$ cat src/rtl/ps2_rx_multi_pkg.sv
// ps2_pkg: shared FSM state type, frame constants and width helper for ps2_rx_multi.
package ps2_pkg;
   typedef enum logic [1:0] {IDLE, DATA, PARITY, STOP} state_t;
   localparam int FRAME_DATA_BITS = 8;
   function automatic int chan_w(input int n);
      return (n <= 1) ? 1 : $clog2(n);
   endfunction
endpackage

$ cat src/rtl/ps2_rx_chan.sv
// ps2_rx_chan: one PS/2 device-to-host port: synchroniser, clock glitch filter, frame FSM.
// The frame watchdog is compiled in only when PS2_RX_TIMEOUT_EN is defined.
module ps2_rx_chan import ps2_pkg::*; #(
   parameter int FILTER_LEN     = 4,
   parameter int TIMEOUT_CYCLES = 2500
) (
   input  logic                       clk,
   input  logic                       reset,
   input  logic                       i_ps2_clk,
   input  logic                       i_ps2_data,
   output logic                       o_push,
   output logic [FRAME_DATA_BITS-1:0] o_byte,
   output logic                       o_err_parity,
   output logic                       o_err_frame
);
   localparam int FW = $clog2(FILTER_LEN + 1);
   logic [1:0]                 r_clk_s, r_dat_s;
   logic                       r_fclk, r_fclk_d;
   logic [FW-1:0]              r_fcnt;
   state_t                     r_state;
   logic [2:0]                 r_cnt;
   logic [FRAME_DATA_BITS-1:0] r_shift;
   logic                       r_par;
   logic                       w_strobe, w_bit, w_par_ok, w_timeout;
   assign w_strobe = r_fclk_d & ~r_fclk;
   assign w_bit    = r_dat_s[1];
   assign w_par_ok = ^{r_shift, r_par};
   assign o_push   = w_strobe && r_state == STOP && w_bit && w_par_ok;
   assign o_byte   = r_shift;
   // Filtered clock flips only after FILTER_LEN consecutive samples at the opposite level.
   always_ff @(posedge clk) begin
      if (reset) begin
         r_clk_s  <= 2'b11;
         r_dat_s  <= 2'b11;
         r_fclk   <= 1'b1;
         r_fclk_d <= 1'b1;
         r_fcnt   <= '0;
      end else begin
         r_clk_s  <= {r_clk_s[0], i_ps2_clk};
         r_dat_s  <= {r_dat_s[0], i_ps2_data};
         r_fclk_d <= r_fclk;
         if (r_clk_s[1] == r_fclk) r_fcnt <= '0;
         else if (r_fcnt == FW'(FILTER_LEN - 1)) begin
            r_fclk <= ~r_fclk;
            r_fcnt <= '0;
         end else r_fcnt <= r_fcnt + FW'(1);
      end
   end
`ifdef PS2_RX_TIMEOUT_EN
   localparam int TW = $clog2(TIMEOUT_CYCLES + 1);
   logic [TW-1:0] r_tcnt;
   always_ff @(posedge clk) begin
      if (reset || r_state == IDLE || w_strobe) r_tcnt <= '0;
      else r_tcnt <= r_tcnt + TW'(1);
   end
   assign w_timeout = r_state != IDLE && !w_strobe && r_tcnt == TW'(TIMEOUT_CYCLES - 1);
`else
   assign w_timeout = TIMEOUT_CYCLES < 0;
`endif
   always_ff @(posedge clk) begin
      if (reset) begin
         r_state      <= IDLE;
         r_cnt        <= '0;
         r_shift      <= '0;
         r_par        <= 1'b0;
         o_err_parity <= 1'b0;
         o_err_frame  <= 1'b0;
      end else begin
         o_err_parity <= 1'b0;
         o_err_frame  <= 1'b0;
         if (w_strobe) begin
            case (r_state)
               IDLE: if (!w_bit) begin
                  r_state <= DATA;
                  r_cnt   <= '0;
               end
               DATA: begin
                  r_shift <= {w_bit, r_shift[FRAME_DATA_BITS-1:1]};
                  r_cnt   <= r_cnt + 3'd1;
                  if (r_cnt == 3'(FRAME_DATA_BITS - 1)) r_state <= PARITY;
               end
               PARITY: begin
                  r_par   <= w_bit;
                  r_state <= STOP;
               end
               default: begin
                  o_err_frame  <= !w_bit;
                  o_err_parity <= w_bit && !w_par_ok;
                  r_state      <= IDLE;
               end
            endcase
         end else if (w_timeout) begin
            r_state     <= IDLE;
            o_err_frame <= 1'b1;
         end
      end
   end
endmodule

$ cat src/rtl/ps2_rx_multi.sv
// ps2_rx_multi: CHANNELS-port PS/2 host receiver, per-channel FIFOs merged round-robin onto one stream.
// Define PS2_RX_TIMEOUT_EN to enable the per-channel frame watchdog.
module ps2_rx_multi import ps2_pkg::*; #(
   parameter  int CHANNELS       = 2,
   parameter  int FIFO_DEPTH     = 4,
   parameter  int FILTER_LEN     = 4,
   parameter  int TIMEOUT_CYCLES = 2500,
   localparam int CW             = chan_w(CHANNELS)
) (
   input  logic                clk,
   input  logic                reset,
   input  logic [CHANNELS-1:0] ps2_clk,
   input  logic [CHANNELS-1:0] ps2_data,
   output logic                out_valid,
   input  logic                out_ready,
   output logic [7:0]          out_data,
   output logic [CW-1:0]       out_chan,
   output logic [CHANNELS-1:0] err_parity,
   output logic [CHANNELS-1:0] err_frame,
   output logic [CHANNELS-1:0] overflow
);
   localparam int AW = $clog2(FIFO_DEPTH);
   logic [CHANNELS-1:0]   w_ne;
   logic [2*CHANNELS-1:0] w_rot;
   logic [7:0]            w_head [CHANNELS];
   logic [CW-1:0]         w_off, w_pick, w_grant, r_gchan, r_rr;
   logic [CW:0]           w_sum;
   logic                  r_hold, w_xfer;
   assign out_valid = |w_ne;
   assign w_xfer    = out_valid && out_ready;
   assign w_grant   = r_hold ? r_gchan : w_pick;
   assign out_chan  = w_grant;
   assign out_data  = out_valid ? w_head[w_grant] : 8'h00;
   // Rotate so bit 0 is the channel after the last grant, then take the lowest non-empty.
   assign w_rot = {w_ne, w_ne} >> r_rr;
   always_comb begin
      w_off = '0;
      for (int i = CHANNELS - 1; i >= 0; i--) if (w_rot[i]) w_off = CW'(i);
   end
   assign w_sum  = {1'b0, r_rr} + {1'b0, w_off};
   assign w_pick = (w_sum >= (CW+1)'(CHANNELS)) ? CW'(w_sum - (CW+1)'(CHANNELS)) : w_sum[CW-1:0];
   always_ff @(posedge clk) begin
      if (reset) begin
         r_hold  <= 1'b0;
         r_gchan <= '0;
         r_rr    <= '0;
      end else begin
         r_hold  <= out_valid && !out_ready;
         r_gchan <= w_grant;
         if (w_xfer) r_rr <= (w_grant == CW'(CHANNELS - 1)) ? '0 : w_grant + CW'(1);
      end
   end
   for (genvar g = 0; g < CHANNELS; g++) begin : g_ch
      logic [7:0]  r_mem [FIFO_DEPTH];
      logic [7:0]  w_byte;
      logic [AW:0] r_wp, r_rp;
      logic        r_ovf, w_push, w_full, w_pop, w_wr;
      ps2_rx_chan #(
         .FILTER_LEN    (FILTER_LEN),
         .TIMEOUT_CYCLES(TIMEOUT_CYCLES)
      ) u_chan (
         .clk         (clk),
         .reset       (reset),
         .i_ps2_clk   (ps2_clk[g]),
         .i_ps2_data  (ps2_data[g]),
         .o_push      (w_push),
         .o_byte      (w_byte),
         .o_err_parity(err_parity[g]),
         .o_err_frame (err_frame[g])
      );
      assign w_full      = r_wp == {~r_rp[AW], r_rp[AW-1:0]};
      assign w_pop       = w_xfer && w_grant == CW'(g);
      assign w_wr        = w_push && (!w_full || w_pop);
      assign w_ne[g]     = r_wp != r_rp;
      assign w_head[g]   = r_mem[r_rp[AW-1:0]];
      assign overflow[g] = r_ovf;
      always_ff @(posedge clk) begin
         if (reset) begin
            r_wp  <= '0;
            r_rp  <= '0;
            r_ovf <= 1'b0;
         end else begin
            r_ovf <= w_push && w_full && !w_pop;
            if (w_wr) r_wp <= r_wp + (AW+1)'(1);
            if (w_pop) r_rp <= r_rp + (AW+1)'(1);
         end
      end
      always_ff @(posedge clk) if (w_wr) r_mem[r_wp[AW-1:0]] <= w_byte;
   end
endmodule

$ cat config.mk
export PLATFORM = sky130hd
export DESIGN_NAME = ps2_rx_multi
export DESIGN_NICKNAME = d
export VERILOG_FILES = /design/src/rtl/ps2_rx_multi_pkg.sv /design/src/rtl/ps2_rx_chan.sv /design/src/rtl/ps2_rx_multi.sv
export SDC_FILE = /design/constraint.sdc
export NUM_CORES = 1
export LEC_CHECK = 0
export ABC_CLOCK_PERIOD_IN_PS = 2000
export BUFFER_PORTS_ARGS = -buffer_cell sky130_fd_sc_hd__buf_2
export CORE_ASPECT_RATIO = 2
export CORE_MARGIN = 1
export CORE_UTILIZATION = 30
export DETAILED_ROUTE_END_ITERATION = 7
export MAX_ROUTING_LAYER = met4
export SLEW_MARGIN = 5
export SYNTH_ARGS = -nofsm -noshare
export SYNTH_HDL_FRONTEND = slang
export SYNTH_SLANG_ARGS = --single-unit
$ cat constraint.sdc
create_clock -name clk -period 2 [get_ports clk]
set_clock_uncertainty 0.1 [all_clocks]
set_input_delay 0 -clock clk [delete_from_list [all_inputs] [get_ports clk]]
set_output_delay 0 -clock clk [all_outputs]
set_load 0.02 [all_outputs]
==> results.cfg <==
[cts]
worst_skew_pair.late_latency_ns = 0.41
cts.sink_count = 135
cts.reportedPaths.clkPinSlew_ns = 0.06
numCtsBuffers = 17
ctsLongestPathBuffers = 2
cts_root_buffer = sky130_fd_sc_hd__clkbuf_16
clock_tree_from_tritoncts = built
htreeDepth = 4

[synthesis]
synth-compound-area-share = 0.0589
number_of_synthesized_flops_with_an_enable_pin = 64
netlist_instances = 454
yosys.area_share.xor_xnor = 0.0518
post_synthesis_mean_instance_area_sq_um = 12.5
synth.cell_area_sq_mm = 0.00570
yosys_most_used_dff = sky130_fd_sc_hd__dfxtp_1
synth_simple_gate_area_share = 0.122
synth_top_family_by_area = simple AND/OR/NAND/NOR gates
seq_area_frac_synth = 0.587
synthMuxAreaShare = 0.0896
synth_adder_area_share = 0.0593
yosysWarnings = 0
synth_seq_cells = 135
synth.lib_cells_used.distinct = 49
number_of_nets_in_the_synthesized_netlist = 488
synthArstFlopShare = 0

[global_routing]
met2_usage = 0.255
gr-max-usage-layer = met2
grt.met3_usage = 0.0309
grt_antenna_before_repair = 0
globalRouteMet1Util = 0.112
first_global_vias = 3768
grt_first_pass_wirelength_um = 18400
grt_max_degree = 53
gr-usage-all-layers = 0.132
globalRouteOverflowTotal = 0

[worst_setup_path]
slowest_stage_delay_cp_ns = 0.35
slowest_stage = sky130_fd_sc_hd__dfxtp_2
r2r-start = g_ch[0].u_chan.o_byte[0]
cp_num_buf_inv = 2
cp.required_ns = 1.90
setup.worst_path.end_class = output pin
worstRegToRegCells = 5
arrival_ns = 2.15
cp_cell_sequence = xor2_4 > nor3_4 > nor2_2 > o31ai_4 > buf_6 > mux2i_1 > nor2_1 > buf_4
timing.critical_path.from_type = flop
critPathMaxFanout = 5
timing.critical_path.max_delay_family = simple AND/OR/NAND/NOR gates
regToRegEndpoint = g_ch[0].r_mem[0][7]
timing_worst_setup_path_type = reg -> out
rrSetupSlack_ns = -0.06

[outcome]
violations_in_the_final_reports = negative setup slack
status = complete, but fails checks

[timing]
setup_total_negative_slack_ns = -4.18
hold_ws_ns = 0.135
timing.final.ws_setup_ns = -0.247
rsz0062_at_grt = yes
hold_viol = 0
timing.slew.headroom = 0.361
total_count_of_max_transition_violations_in_the_final_report = 0
finalCritPeriodShare = 1.12
setup_violations = 73
achievable-frequency_mhz = 445
timing_worst_slew_pin_value_ns = 0.958
period_minus_ws_final_ns = 2.25

[pwr]
power-per-cell-area_mw_per_mm2 = 811
post-layout-total-power_mw = 6.06
leakage_nw = 2.82
worst_case_vdd_ir_drop_v = 0.000573

[floorplan]
die_h_um = 197
io_pins = 23
start_util = 0.304
chipWidth_um = 99.4
die_area_sq_mm = 0.0196
core_area_sq_mm = 0.0187
placementRows = 71

[run]
maxCapViolCount = 0

[cells_and_area]
final-seq-area_sq_mm = 0.00336
nets = 586
layout-drive-gt1-share = 0.354
multi_input_comb_area_sq_mm = 0.00239
layout.cells.most_common = sky130_fd_sc_hd__buf_4
syn_to_final_growth_pct = 31.2
insertedDiodeCount = 0
filler_cell_count = 1732
most-common-layout-cells = sky130_fd_sc_hd__buf_4, sky130_fd_sc_hd__edfxtp_1, sky130_fd_sc_hd__dfxtp_1, sky130_fd_sc_hd__nor2_1, sky130_fd_sc_hd__nand2_1

[drt]
wl_per_cell_um = 14.2
drc = 0
post_detailed_routing_wire_length_um = 11600
post_drt_via_cell_ratio = 4.42
detailroute.via_count = 3627
drt_pre_antenna_iters = 4
antenna_violating_nets_post_route = 0
drtIter0Drc = 114

[placement]
buffer_ports.inserted = 22
detailedPlacementHpwl_um = 8290
globalplace.congestion = 0.796
dpl_worst_slack_ns = -0.0829

[min_path]
tightest_hold_check_type = in -> reg
min_path_cells = 2
whs_endpoint = g_ch[0].r_wp[1]
hold_path.startpoint = reset
==> state kept, by name, indices dropped and copies added, names as in the netlist, 4 cells and up, named ones only <==
name / cells
g_ch.r_mem: 64
g_ch.u_chan.o_byte: 16
g_ch.r_rp: 6
g_ch.r_wp: 6
g_ch.u_chan.r_cnt: 6
g_ch.u_chan.r_fcnt: 6
g_ch.u_chan.r_clk_s: 4
g_ch.u_chan.r_dat_s: 4
g_ch.u_chan.r_state: 4
==> synthesized netlist by cell type, types with 4 or more instances <==
master,n,area [sq um]
sky130_fd_sc_hd__dfxtp_1,71,1420
sky130_fd_sc_hd__nand2_1,33,124
sky130_fd_sc_hd__edfxtp_1,64,1920
sky130_fd_sc_hd__mux4_2,16,360
sky130_fd_sc_hd__o21ai_0,5,25.0
sky130_fd_sc_hd__and2_1,4,25.0
sky130_fd_sc_hd__a21oi_1,24,120
sky130_fd_sc_hd__nand3_1,24,120
sky130_fd_sc_hd__buf_1,4,15.0
sky130_fd_sc_hd__xor2_1,7,61.3
sky130_fd_sc_hd__mux2i_1,15,150
sky130_fd_sc_hd__clkbuf_1,12,45.0
sky130_fd_sc_hd__nor2b_1,7,43.8
sky130_fd_sc_hd__buf_4,6,45.0
sky130_fd_sc_hd__or2_2,10,62.6
sky130_fd_sc_hd__inv_1,17,63.8
sky130_fd_sc_hd__xnor2_1,17,149
sky130_fd_sc_hd__a32oi_1,4,35.0
sky130_fd_sc_hd__nor2_1,43,161
sky130_fd_sc_hd__ha_1,27,338
sky130_fd_sc_hd__or3_1,4,25.0
==> final cells by class <==
class,count,share of cell area
flip-flops and latches,135,0.449
multi-input cells,281,0.319
repair buffers,100,0.0996
clock buffers,17,0.0569
well taps,255,0.0427
clock inverters,15,0.0238
inverters,17,0.00854
==> layer usage <==
layer / up-vias / part of all wire
met3: 16 / 0.020
met1: 1771 / 0.36
met4: 0 / 0.030
met5: - / 0
met2: 42 / 0.59
li1: 1798 / -
==> per-stage QoR <==
step                      instance area, sq um  utilization  cells
final                                     7470        0.399    820
after global routing                      7470        0.399    820
after CTS                                 7300        0.390    813
after detailed placement                  6430        0.343    763
after global placement                    6430        0.343    763
after floorplan                           5710            -    454
==> report_power, final <==
part	switching [mW]	leakage, nW	internal, mW	total [mW]
clock network	1.16	0.285	1.96	3.13
logic	0.0312	1.36	0.0218	0.0530
registers	0.00393	1.17	2.88	2.88
total	1.20	2.82	4.86	6.06
==> worst max path at each step <==
stage | start | to | slack, ns | cells after the start
after floorplan | g_ch[1].u_chan.o_byte[5] | g_ch[1].r_mem[1][0] | -0.01 | 5
after global placement | g_ch[0].u_chan.r_par | g_ch[0].r_mem[3][6] | -0.06 | 5
after detailed placement | g_ch[0].u_chan.r_par | g_ch[0].r_mem[1][6] | -0.08 | 5
after CTS | g_ch[0].r_rp[1] | out_data[6] | -0.29 | 8
after global routing | g_ch[0].r_rp[2] | out_data[4] | -0.36 | 8
final | g_ch[0].r_rp[2] | out_data[6] | -0.25 | 8
==> logic make-up (layout without fill, tap and decap cells) <==
kind of cell | after synthesis | in the layout
DFF | 135 | 135
adders and majority gates | 27 | 27
buffers and inverters | 40 | 149
and+or+nand+nor | 144 | 146
muxes | 31 | 31
xor gates and xnor gates | 28 | 28
AOI/OAI and AO/OA | 49 | 49
==> what timing repair did <==
item | CTS | global route
setup buffers | 10 | 6
hold buffers | 5 | 0
endpoints found under the setup margin | 66 | 85
gates cloned | 3 | 1
pin swaps | 14 | 19
gates resized for setup | 30 | 27
hold endpoints to repair | 6 | 0
Note: power is estimated with default switching activity, not from simulation.
